File: src/rtl/confreg_responder_if.sv
// Data-SRAM-style access port shared by the CPU side and the confreg responder.
// Master drives the strobe, enables, address and write data; slave returns rdata.
interface confreg_responder_if;
    logic        en;
    logic [3:0]  wen;
    logic [31:0] addr;
    logic [31:0] wdata;
    logic [31:0] rdata;

    modport master (
        output en,
        output wen,
        output addr,
        output wdata,
        input  rdata
    );

    modport slave (
        input  en,
        input  wen,
        input  addr,
        input  wdata,
        output rdata
    );
endinterface

File: src/rtl/confreg_responder.sv
// Config-register responder for the 0x1faf_xxxx window: LED, NUM, SWITCH, timer.
// Timer/compare/status registers exist only when CONFREG_TIMER_EN is defined.
module confreg_responder #(
    parameter logic [15:0] BASE_HI = 16'h1faf,
    parameter int          SW_W    = 8
) (
    input  logic            clk,
    input  logic            rst,
    confreg_responder_if.slave bus,
    input  logic [SW_W-1:0] switch,
    output logic [15:0]     led,
    output logic [31:0]     num,
    output logic            timer_int
);

    localparam logic [15:0] OFF_LED    = 16'hf000;
    localparam logic [15:0] OFF_NUM    = 16'hf004;
    localparam logic [15:0] OFF_SWITCH = 16'hf008;
    localparam logic [15:0] OFF_TIMER  = 16'he000;
    localparam logic [15:0] OFF_CMP    = 16'he004;
    localparam logic [15:0] OFF_STATUS = 16'he008;

    function automatic logic [31:0] merge(
        input logic [31:0] old,
        input logic [31:0] nw,
        input logic [3:0]  be
    );
        logic [31:0] res;
        for (int i = 0; i < 4; i++) begin
            res[i*8 +: 8] = be[i] ? nw[i*8 +: 8] : old[i*8 +: 8];
        end
        return res;
    endfunction

    logic        hit;
    logic        wr;
    logic [15:0] off;
    logic [31:0] rd_val;
    logic [31:0] rdata;
    logic        sel_led;
    logic        sel_num;
    logic        unused_bits;

    assign off         = bus.addr[15:0];
    assign hit         = bus.en && (bus.addr[31:16] == BASE_HI);
    assign wr          = hit && (bus.wen != 4'b0000);
    assign sel_led     = (off == OFF_LED);
    assign sel_num     = (off == OFF_NUM);
    assign unused_bits = ^bus.addr[1:0];

    always_ff @(posedge clk or posedge rst) begin
        if (rst) begin
            led <= 16'h0000;
        end else if (wr && sel_led) begin
            led <= {bus.wen[1] ? bus.wdata[15:8] : led[15:8],
                    bus.wen[0] ? bus.wdata[7:0]  : led[7:0]};
        end
    end

    always_ff @(posedge clk or posedge rst) begin
        if (rst) begin
            num <= 32'h0;
        end else if (wr && sel_num) begin
            num <= merge(num, bus.wdata, bus.wen);
        end
    end

    // Two-flop synchronizer for the asynchronous board switches.
    logic [SW_W-1:0] sw_meta;
    logic [SW_W-1:0] sw_sync;

    always_ff @(posedge clk or posedge rst) begin
        if (rst) begin
            sw_meta <= '0;
            sw_sync <= '0;
        end else begin
            sw_meta <= switch;
            sw_sync <= sw_meta;
        end
    end

`ifdef CONFREG_TIMER_EN
    logic [31:0] timer;
    logic [31:0] timer_inc;
    logic [31:0] cmp;
    logic        pending;
    logic        sel_timer;
    logic        sel_cmp;
    logic        sel_status;
    logic        clr;

    assign sel_timer  = (off == OFF_TIMER);
    assign sel_cmp    = (off == OFF_CMP);
    assign sel_status = (off == OFF_STATUS);
    assign timer_inc  = timer + 32'd1;
    assign clr        = wr && sel_status && bus.wen[0] && bus.wdata[0];

    // Unwritten bytes keep counting so a partial load never stalls the timer.
    always_ff @(posedge clk or posedge rst) begin
        if (rst) begin
            timer <= 32'h0;
        end else if (wr && sel_timer) begin
            timer <= merge(timer_inc, bus.wdata, bus.wen);
        end else begin
            timer <= timer_inc;
        end
    end

    always_ff @(posedge clk or posedge rst) begin
        if (rst) begin
            cmp <= 32'hffff_ffff;
        end else if (wr && sel_cmp) begin
            cmp <= merge(cmp, bus.wdata, bus.wen);
        end
    end

    always_ff @(posedge clk or posedge rst) begin
        if (rst) begin
            pending <= 1'b0;
        end else if (timer == cmp) begin
            pending <= 1'b1;
        end else if (clr) begin
            pending <= 1'b0;
        end
    end

    assign timer_int = pending;
`else
    assign timer_int = 1'b0;
`endif

    // TIMER reads show the value the counter takes at the capturing edge.
    always_comb begin
        rd_val = 32'h0;
        case (off)
            OFF_LED:    rd_val = {16'h0, led};
            OFF_NUM:    rd_val = num;
            OFF_SWITCH: rd_val = 32'(sw_sync);
`ifdef CONFREG_TIMER_EN
            OFF_TIMER:  rd_val = timer_inc;
            OFF_CMP:    rd_val = cmp;
            OFF_STATUS: rd_val = {31'h0, pending};
`endif
            default:    rd_val = 32'h0;
        endcase
    end

    always_ff @(posedge clk or posedge rst) begin
        if (rst) begin
            rdata <= 32'h0;
        end else if (bus.en) begin
            rdata <= hit ? rd_val : 32'h0;
        end
    end

    assign bus.rdata = rdata;

endmodule
File: src/flat_wrapper.sv
// flat-port wrapper written by rule: the top's interface ports become plain ports
module confreg_responder_flat 
#(
    parameter logic [15:0] BASE_HI = 16'h1faf,
    parameter int          SW_W    = 8
)
  (clk, rst, switch, led, num, timer_int, bus_en, bus_wen, bus_addr, bus_wdata, bus_rdata);
  confreg_responder_if bus_i ();
  input  logic clk;
  input  logic rst;
  input  logic [SW_W-1:0] switch;
  output logic [15:0] led;
  output logic [31:0] num;
  output logic timer_int;
  input wire logic [$bits(bus_i.en)-1:0] bus_en;
  input wire logic [$bits(bus_i.wen)-1:0] bus_wen;
  input wire logic [$bits(bus_i.addr)-1:0] bus_addr;
  input wire logic [$bits(bus_i.wdata)-1:0] bus_wdata;
  output wire logic [$bits(bus_i.rdata)-1:0] bus_rdata;
  assign bus_i.en = bus_en;
  assign bus_i.wen = bus_wen;
  assign bus_i.addr = bus_addr;
  assign bus_i.wdata = bus_wdata;
  assign bus_rdata = bus_i.rdata;
  confreg_responder #(.BASE_HI(BASE_HI), .SW_W(SW_W)) u_core (.clk(clk), .rst(rst), .bus(bus_i), .switch(switch), .led(led), .num(num), .timer_int(timer_int));
endmodule
File: config.mk
export PLATFORM = sky130hd
export DESIGN_NAME = confreg_responder_flat
export DESIGN_NICKNAME = d
export VERILOG_FILES = /design/src/rtl/confreg_responder_if.sv /design/src/rtl/confreg_responder.sv /design/src/flat_wrapper.sv
export SDC_FILE = /design/constraint.sdc
export NUM_CORES = 1
export LEC_CHECK = 0
export ABC_AREA = 0
export CORE_UTILIZATION = 35
export CTS_CLUSTER_DIAMETER = 120
export DETAILED_ROUTE_END_ITERATION = 16
export DONT_BUFFER_PORTS = 1
export MAX_ROUTING_LAYER = met4
export PLACE_DENSITY = 0.48
export SYNTH_ARGS = -nofsm -noshare
export SYNTH_HDL_FRONTEND = slang
export SYNTH_SLANG_ARGS = --single-unit
File: constraint.sdc
create_clock -name clk -period 3.14 [get_ports clk]
set_input_delay 0.471 -clock clk [delete_from_list [all_inputs] [get_ports clk]]
set_output_delay 0.471 -clock clk [all_outputs]
set_load 0.01 [all_outputs]
# Word-level counts from Yosys, hierarchy flattened
# Index checks and enable logic that the tools add are counted.
# word_totals
ff_bits,96
latchBits,0
ram_bits,0
romBits,0
inputBits,79
output_inout_bits,81
word_cells,26
n_memories,0
# op_classes
add_sub_neg,0
n_mul,0
n_div,0
magnitude_cmp,0
n_eq_ne,4
shifts,0
muxes,2
bitwise,0
n_reduce_logical,11
# op_table
operator,count
case mux 32 bit (3 select lines),1
equality test 16 bit (second input constant),3
two-way mux 32 bit,1
equality test 16 x 13 -> 1 bit (second input constant),1
AND reduction 2 bit,6
logical AND 1 bit,4
nonzero test 4 bit,1

# Logic depth before layout (Yosys ltp)
# Gate-level depths: netlist (run 1).
# logic_depth
ltp_word,5
depth_mapped,7

# Worst setup path before layout (run 1)
# Ideal clock, no wire load.
# synth_path
path_type,in2reg
startpoint,input bus_addr[9]
endpoint,register u_core.num[16]
arrival_ns,2.432
t_required_ns,3.015
setup_slack_ns,0.583
path_stages,5
n_path_buf,1
cell_sequence,or4_4 or4_1 buf_4 nor4_4 mux2_2
# synth_via
elab_chain_cells,3
# synth_lines
element,line,rtl
start: declaration,flat_wrapper.sv:17,input wire logic [$bits(bus_i.addr)-1:0] bus_addr;
equality test 16 bit,confreg_responder.sv:48,assign sel_num = (off == OFF_NUM);
logical AND 1 bit,confreg_responder.sv:63,end else if (wr && sel_num) begin
AND reduction 2 bit (no source line),-,
end signal: assignment,confreg_responder.sv:64,"num <= merge(num, bus.wdata, bus.wen);"
end: declaration,confreg_responder.sv:12,"output logic [31:0] num,"
# Every way passes these cells.
# A chain may end at the register's enable or synchronous reset.

# Worst setup path after layout (run 1)
# layout_path
startpoint,input bus_addr[9]
endpoint,register u_core.num[19]
# Same word-level chain as after synthesis.

==> results by group, run 1 <==
CTS
  • CTS tree: yes
  • Hold Buf Count CTS: 0
  • Latest clock arrival within the worst-skew pair: 0.37 ns
  • Post-CTS Setup Inserts: 0
  • Worst-path clk slew: 0.09 ns
  • CTS Buf Count: 9
  • CTS resizes: 0
  • CTS Root Cell: clkbuf_8
  • Clock sinks: 96
  • H-tree depth: 3
  • CTS Buffer Depth: 2

Setup path
  • Worst Path Required: 3.39 ns
  • Crit Path Max Fanout: 8
  • Arrival time worst endpoint: 2.72 ns
  • CP Capture Type: flop
  • Crit start category: input pin
  • CP Class: in -> reg
  • FF-to-FF path depth: 4

Timing
  • Unrepaired setup endpoints after global routing: no
  • Setup_tns: 0 ns
  • WHS: 0.0529 ns
  • Final Hold Viols: 0
  • Final period utilization: 0.790
  • Slew Limit Fails: 0
  • Final min period: 2.48 ns
  • Worst-Margin Slew: 0.638 ns
  • Final Skew: 0.00977 ns
  • PnR worst setup slack: 0.661 ns
  • Final setup vio count: 0
  • Slew Limit Headroom: 0.574
  • Peak Freq: 403 MHz

Synthesis
  • Cells after Synth: 255
  • Sequential-to-total area share from yosys stat: 0.629
  • Mapped Nets: 334
  • Count of different cell masters after synthesis: 28
  • Synthesized cell area: 3820 µm²
  • Synthesized area per cell: 15.0 µm²
  • Seq cells post-synth: 96
  • Warnings from Yosys: 0

Place
  • Placed cell count: 390
  • Pre-CTS setup slack: 0.247 ns
  • GP Congestion: 0.717
  • DP Area: 4040 µm²
  • Hpwl dp: 6380 µm
  • Port Buffers: 0

Global routing
  • Total global-route track usage: 0.172
  • Vias in the first global route: 2416
  • Largest net degree at the start of global routing: 51
  • Global-route wire length before repair: 14100 µm
  • Total gr overflow: 0
  • Antenna violations before repair: 0

Floorplan
  • CORE AREA: 10500 µm²
  • Row cnt: 37
  • Die area: 11300 µm²
  • Die width: 106 µm
  • Initial Utilization: 0.365
  • I/O pin count: 160
  • Chip height: 106 µm

Power
  • Leak: 1.95 nW
  • Worst vdd ir: 0.206 mV
  • Total power: 2.12 mW
  • Power Dens Cells: 500 nW/µm²

Final layout
  • Layout area overhead: 10.9%
  • Share of cells above drive strength 1: 0.311
  • Fill cells: 1016
  • Final instance count without filler cells: 406
  • Fin area: 4230 µm²
  • Fin util: 0.405
  • Nets: 344
  • Ant diodes: 0

Routing
  • Final WL: 8950 µm
  • DR iter-0 viols: 79
  • Via density: 5.45
  • Via count: 2211
  • DRC: 0
  • Routed Antenna Nets: 0
  • Drt pass-1 iters: 7
  • WL per Instance: 22.0 µm

Worst hold path
  • Worst hold path class: in -> async

Status
  • Status: completed

Job
  • Max Cap Viol: 0
-- sequential cells by signal, summed over array words and instances (netlist names) --
name	count
u_core.bus.rdata	32
u_core.led	16
u_core.num	32
u_core.sw_meta	8
u_core.sw_sync	8
-- metal layers --
layer  GRT usage  wire length, µm  share of wire  vias to the layer above
met2       0.250             4130           0.46                       97
met3      0.0650              784          0.088                       14
li1            -                -              -                      980
met1       0.214             3880           0.43                     1120
met5           -                0              0                        -
met4      0.0714              161          0.018                        0
-- final timing paths --
check                                  start                    to  slack (ns)
min in group clk                   switch[4]     u_core.sw_meta[4]        0.12
max reg2reg                    u_core.led[3]   u_core.bus.rdata[3]        2.13
min                                      rst  u_core.bus.rdata[26]        0.05
min reg2reg                u_core.sw_meta[2]     u_core.sw_sync[2]        0.36
max                              bus_addr[9]        u_core.num[19]        0.66
max in group asynchronous                rst        u_core.num[31]        2.38
-- placed cells by master, fill, tap and decap left out, drive strengths merged --
cell type / instances
nor4b: 2
o2bb2ai: 10
a22oi: 22
nor4: 7
or4b: 3
nand4bb: 2
nor2: 3
nand2: 8
buf: 12
a22o: 16
inv: 8
conb: 1
clkinv: 3
nor3: 1
mux2: 48
bufinv: 1
nand4b: 1
nand4: 2
or4: 5
or3b: 1
clkbuf: 10
a21boi: 6
dfrtp: 96
mux2i: 2
-- worst max-delay path, stage by stage --
cell	delay (ns)
or4_4	0.57
or4_1	0.77
nor4_4	0.51
mux2_2	0.40
-- layout make-up --
class                   instances  area (µm²)  share of cell area
repair buffers                 12         103              0.0242
flip-flops and latches         96        2400               0.568
inverters                       6        25.0             0.00591
clock buffers                  10         128              0.0302
multi-input cells             140        1340               0.316
well taps                     136         170              0.0402
clock inverters                 6        66.3              0.0157
-- logic make-up after synthesis --
logic type,count (synthesis),share of synthesized area
AO/OA/AOI/OAI,54,0.115
buffers and inverters,19,0.0216
flip-flops,96,0.629
multiplexers,50,0.147
other,1,0.000982
AND/OR/NAND/NOR,35,0.0865
-- synthesized netlist by cell type --
library cell | n | area (µm²)
or4b_1 | 2 | 20.0
or4_4 | 2 | 22.5
nor3_2 | 1 | 10.0
inv_1 | 6 | 22.5
nand4bb_1 | 2 | 22.5
mux2i_1 | 2 | 20.0
or3b_2 | 1 | 8.76
nand4_1 | 2 | 12.5
a21boi_0 | 6 | 45.0
a22o_1 | 16 | 140
nor2_1 | 3 | 11.3
conb_1 | 1 | 3.75
clkbuf_1 | 8 | 30.0
mux2_2 | 44 | 495
nand2_1 | 8 | 30.0
or4_1 | 3 | 22.5
dfrtp_1 | 96 | 2400
nor4_1 | 2 | 12.5
mux2_1 | 4 | 45.0
nand4b_1 | 1 | 8.76
nor4_4 | 5 | 106
or4b_2 | 1 | 10.0
nor4b_1 | 1 | 8.76
o2bb2ai_1 | 10 | 87.6
nor4b_4 | 1 | 23.8
a22oi_1 | 22 | 165
buf_2 | 3 | 15.0
buf_4 | 2 | 15.0
-- where the power goes --
part / internal (mW) / switching, mW / total [mW]
Sequential: 1.25 / 0.00252 / 1.25
Combinational: 0.0112 / 0.0412 / 0.0524
Clock: 0.373 / 0.444 / 0.818
Total: 1.63 / 0.488 / 2.12
No activity file was read; power rests on OpenSTA's default activity.
==> inputs of run 2 (changes only) <==
--- a/config.mk
+++ b/config.mk
@@ -11,7 +11,7 @@
 export DETAILED_ROUTE_END_ITERATION = 16
 export DONT_BUFFER_PORTS = 1
 export MAX_ROUTING_LAYER = met4
-export PLACE_DENSITY = 0.48
+export PLACE_DENSITY = 0.46
 export SYNTH_ARGS = -nofsm -noshare
 export SYNTH_HDL_FRONTEND = slang
 export SYNTH_SLANG_ARGS = --single-unit
==> constraint.sdc (replaced) <==
create_clock -name clk -period 2.33 [get_ports clk]
set_input_delay 0.3495 -clock clk [delete_from_list [all_inputs] [get_ports clk]]
set_output_delay 0.3495 -clock clk [all_outputs]
set_load 0.01 [all_outputs]
==> run 2 against run 1 <==
Via count is 4.8% higher. Total power is 37% higher. Clock skew is 0.00091 ns higher. Register-to-register slack worse by 0.81 ns. Core utilization is 2.6 points higher. Cell count is 5.7% higher. Setup slack worse by 0.33 ns.
==> results by group, run 2 (synthesis gave the netlist of run 1 again) <==
Timing
  • Final min period: 2.00 ns
  • Final setup vio count: 0
  • Slew Limit Fails: 0
  • Final Skew: 0.0107 ns
  • Unrepaired setup endpoints after global routing: no
  • Final period utilization: 0.860
  • Final Hold Viols: 0
  • WHS: 0.114 ns
  • Slew Limit Headroom: 0.508
  • Setup_tns: 0 ns
  • Worst-Margin Slew: 0.736 ns
  • Peak Freq: 499 MHz

CTS
  • CTS tree: yes
  • Worst-path clk slew: 0.10 ns
  • Latest clock arrival within the worst-skew pair: 0.36 ns
  • CTS resizes: 0
  • H-tree depth: 3
  • CTS Root Cell: clkbuf_8
  • CTS Buffer Depth: 2
  • CTS Buf Count: 9
  • Clock sinks: 96

Power
  • Combinational share of power: 0.032
  • Switching Share: 0.234
  • Power Dens Cells: 644 nW/µm²
  • Clock power frac: 0.389
  • Switching Power: 0.678 mW
  • Worst vdd ir: 0.321 mV
  • Leak: 2.07 nW
  • P_int: 2.23 mW
  • Share of power burned in registers: 0.579

Worst hold path
  • Hold Startpoint: bus_wdata[31]
  • Worst Hold Endpoint: u_core.num[31]
  • Worst hold stages: 1
  • Worst hold path class: in -> reg

Setup path
  • FF-to-FF path depth: 4
  • FF-to-FF Start: u_core.led[3]
  • Crit start category: input pin
  • CP Class: in -> reg
  • R2R setup slack: 1.32 ns
  • Arrival time worst endpoint: 2.25 ns
  • CP Capture Type: flop
  • R2R Path End: u_core.bus.rdata[3]
  • Worst Path Required: 2.58 ns
  • Crit Path Max Fanout: 5

Place
  • GP Congestion: 0.715
  • Hpwl dp: 6610 µm
  • Port Buffers: 0
  • DP Area: 4220 µm²

Routing
  • DR iter-0 viols: 98
  • DRC: 0
  • WL per Instance: 21.0 µm
  • Via density: 5.40
  • Via count: 2317
  • Routed Antenna Nets: 0
  • Final WL: 9020 µm
  • Drt pass-1 iters: 4

Final layout
  • Most common cell after layout, fill and taps aside: dfrtp_1
  • Nets: 367
  • Layout area overhead: 18.1%
  • Fin util: 0.431
  • Fin area: 4510 µm²
  • Top Registers: u_core.bus.rdata (32), u_core.num (32), u_core.led (16)
  • Most frequent cells in the layout: 96 x dfrtp_1, 44 x mux2_2, 22 x a22oi_1
  • Ant diodes: 0
  • Share of cells above drive strength 1: 0.341

Floorplan
  • Row cnt: 37
  • Chip height: 106 µm
  • I/O pin count: 160
  • Initial Utilization: 0.365
  • Die area: 11300 µm²
  • CORE AREA: 10500 µm²
  • Die width: 106 µm

Global routing
  • Largest net degree at the start of global routing: 37
  • Total gr overflow: 0
  • Vias in the first global route: 2474
  • Global-route wire length before repair: 14100 µm
  • Total global-route track usage: 0.171
  • Antenna violations before repair: 0

Status
  • Status: completed

Job
  • Max Cap Viol: 0
-- run 2: cell count changes in the layout (fill, tap and decap cells not counted), sizes merged --
cell | previous run | this run
buf | 12 | 26
dlygate4sd3 | 0 | 9
clkinv | 3 | 1
clkinvlp | 0 | 2
-- run 2: critical path: stages --
cell,delay (ns)
or4_4,0.56
or4_4,0.60
nor4_4,0.20
buf_4,0.21
mux2_2,0.33
-- run 2: layout make-up --
type / count / area (µm²)
Clock buffer: 10 / 128
Clock inverter: 6 / 75.1
Fill cell: 969 / 5950
Inverter: 6 / 26.3
Multi-Input combinational cell: 140 / 1350
Sequential cell: 96 / 2400
Tap cell: 136 / 170
Timing Repair Buffer: 35 / 360
-- run 2: through the flow --
step	setup WS, ns	total power, mW	std cells
6_report	0.327	2.90	429
5_1_grt	0.266	3.04	429
3_3_place_gp	-0.0739	1.80	404
4_1_cts	0.315	2.96	427
3_5_place_dp	-0.0617	1.80	404
2_1_floorplan	-0.0940	1.77	255
-- run 2: per-layer routing --
metal	track usage	routed length [µm]	up-vias
li1	-	-	1027
met3	0.0638	824	11
met1	0.207	3720	1166
met4	0.0558	120	0
met5	-	0	-
met2	0.263	4350	113
-- run 2: repair_timing --
| action | 4_1_cts | 5_1_grt |
|---|---|---|
| hold buffers | 7 | 2 |
| endpoints found under the hold margin | 36 | 2 |
| setup buffers | 0 | 0 |
-- run 2: worst max-delay path by stage --
stage / from / end / slack, ns / cells past startpoint
floorplan: bus_addr[9] / u_core.num[16] / -0.09 / 5
global placement: bus_addr[5] / u_core.num[2] / -0.07 / 5
detailed placement: bus_addr[5] / u_core.num[0] / -0.06 / 5
CTS: bus_addr[5] / u_core.num[0] / 0.32 / 5
global route: bus_addr[5] / u_core.num[6] / 0.27 / 5
finish: bus_addr[5] / u_core.num[0] / 0.33 / 5
-- run 2: power by group through the flow --
stage | sequential (mW) | clock [mW] | combinational, mW
CTS | 1.68 | 1.18 | 0.0944
detailed placement | 1.72 | 0 | 0.0843
finish | 1.68 | 1.13 | 0.0926
floorplan | 1.71 | 0 | 0.0541
global placement | 1.71 | 0 | 0.0843
global route | 1.68 | 1.25 | 0.106
==> inputs of run 3 (changes only) <==
--- a/config.mk
+++ b/config.mk
@@ -12,6 +12,7 @@
 export DONT_BUFFER_PORTS = 1
 export MAX_ROUTING_LAYER = met4
 export PLACE_DENSITY = 0.46
+export SETUP_SLACK_MARGIN = 0.2
 export SYNTH_ARGS = -nofsm -noshare
 export SYNTH_HDL_FRONTEND = slang
 export SYNTH_SLANG_ARGS = --single-unit
==> constraint.sdc (replaced) <==
create_clock -name clk -period 2.6 [get_ports clk]
set_input_delay 0.39 -clock clk [delete_from_list [all_inputs] [get_ports clk]]
set_output_delay 0.39 -clock clk [all_outputs]
set_load 0.01 [all_outputs]
==> run 3 against run 2 <==
Combinational power is 28% lower. Routed wire length rose by 2.1%. Sequential power decreased by 10%. Flip-flop and latch count stayed put. Cell count is 3.0% lower. Critical path depth did not move. Clock-buffer cell count stayed put. Hold slack got worse by 0.11 ns. Largest cell class unchanged.
==> results by group, run 3 (synthesis gave the netlist of run 1 again) <==
Status
  • Status: completed

Timing
  • Final setup vio count: 0
  • Final Skew: 0.0130 ns
  • Worst-Margin Slew: 0.740 ns
  • Peak Freq: 466 MHz
  • Final period utilization: 0.825
  • Slew Limit Fails: 0
  • Slew Limit Headroom: 0.506
  • Final Hold Viols: 0
  • PnR worst setup slack: 0.454 ns
  • Setup_tns: 0 ns
  • Unrepaired setup endpoints after global routing: no
  • Final min period: 2.15 ns

Setup path
  • FF-to-FF Start: u_core.led[3]
  • Arrival time worst endpoint: 2.38 ns
  • CP Capture Type: flop
  • CP Class: in -> reg
  • CP startpoint: bus_addr[9]
  • R2R setup slack: 1.64 ns
  • Crit Path Max Fanout: 5
  • Crit start category: input pin
  • Worst Path Required: 2.83 ns

Global routing
  • Met3 Usage GRT: 0.0656
  • Antenna violations before repair: 0
  • Global-route wire length before repair: 14000 µm
  • Met1 Track Usage GR: 0.206
  • Total gr overflow: 0
  • Total global-route track usage: 0.172
  • GRT Max-Usage Layer: met2
  • Vias in the first global route: 2429
  • Met2 Use GR: 0.267
  • Largest net degree at the start of global routing: 40

CTS
  • CTS Buf Count: 9
  • Clock sinks: 96
  • Hold Buf Count CTS: 0
  • Post-CTS Setup Inserts: 0
  • CTS Root Cell: clkbuf_8
  • Latest clock arrival within the worst-skew pair: 0.36 ns
  • Worst-path clk slew: 0.09 ns
  • CTS tree: yes
  • H-tree depth: 3
  • CTS Buffer Depth: 2
  • CTS resizes: 0

Final layout
  • Fin area: 4370 µm²
  • Layout area overhead: 14.6%
  • Nets: 354
  • Ant diodes: 0
  • Share of cells above drive strength 1: 0.339
  • Most common cell after layout, fill and taps aside: dfrtp_1
  • Most frequent cells in the layout: 96 x dfrtp_1, 44 x mux2_2, 22 x a22oi_1
  • Top Registers: u_core.bus.rdata (32), u_core.num (32), u_core.led (16)
  • Fin util: 0.418

Routing
  • Final WL: 9200 µm
  • Via count: 2271
  • Routed Antenna Nets: 0
  • Via density: 5.46
  • DR iter-0 viols: 92
  • WL per Instance: 22.1 µm
  • Drt pass-1 iters: 4
  • DRC: 0

Floorplan
  • Row cnt: 37
  • I/O pin count: 160
  • CORE AREA: 10500 µm²
  • Initial Utilization: 0.365
  • Die area: 11300 µm²
  • Chip height: 106 µm
  • Die width: 106 µm

Place
  • Pre-CTS setup slack: 0.0931 ns
  • GP Congestion: 0.720
  • DP Area: 4160 µm²
  • Port Buffers: 0
  • Hpwl dp: 6460 µm

Power
  • Worst vdd ir: 0.300 mV
  • Power Dens Cells: 607 nW/µm²
  • Total power: 2.65 mW
  • Leak: 2.01 nW

Worst hold path
  • Worst hold path class: in -> async

Job
  • Max Cap Viol: 0
==> run 3: changes by cell type in the layout (fill, tap and decap cells not counted), sizes merged <==
cell / previous run / this run
bufinv: 1 / 2
inv: 8 / 7
buf: 26 / 22
dlygate4sd3: 9 / 0
==> run 3: worst paths after layout <==
| path | to | cells past startpoint |
|---|---|---|
| setup reg to reg | u_core.bus.rdata[3] | 4 |
| setup / recovery | u_core.num[0] | 5 |
| max in group asynchronous | u_core.num[28] | 2 |
| hold reg to reg | u_core.sw_sync[5] | 0 |
| min in group clk | u_core.sw_meta[2] | 0 |
| hold / removal | u_core.num[21] | 1 |
==> run 3: area by class of cell <==
| type | count | area [µm²] |
|---|---|---|
| clock buffers | 10 | 128 |
| clock inverters | 6 | 90.1 |
| fillers | 996 | 6090 |
| inverters | 6 | 26.3 |
| multi-input cells | 140 | 1340 |
| flip-flops and latches | 96 | 2400 |
| well taps | 136 | 170 |
| repair buffers | 22 | 215 |
==> run 3: routing by layer <==
| layer | up-vias | wire (µm) |
|---|---|---|
| met5 | - | 0 |
| met4 | 0 | 104 |
| met2 | 111 | 4350 |
| met1 | 1150 | 3860 |
| met3 | 10 | 888 |
| li1 | 1000 | - |
==> run 3: critical path, stage by stage <==
cell	delay, ns
or4_4	0.58
or4_4	0.64
nor4_4	0.21
buf_4	0.22
mux2_2	0.34
==> run 3: report_power, final <==
group          switching (mW)  internal (mW)  leakage, nW
Combinational          0.0517         0.0153        0.600
Sequential            0.00306           1.50         1.30
Clock                   0.532          0.548        0.107
Total                   0.586           2.07         2.01
==> run 3: stage by stage <==
stage / hold WS, ns / std cells
floorplan: 0.331 / 255
global placement: 0.332 / 400
detailed placement: 0.336 / 400
CTS: 0.00625 / 416
global route: 0.0151 / 416
finish: 0.00834 / 416
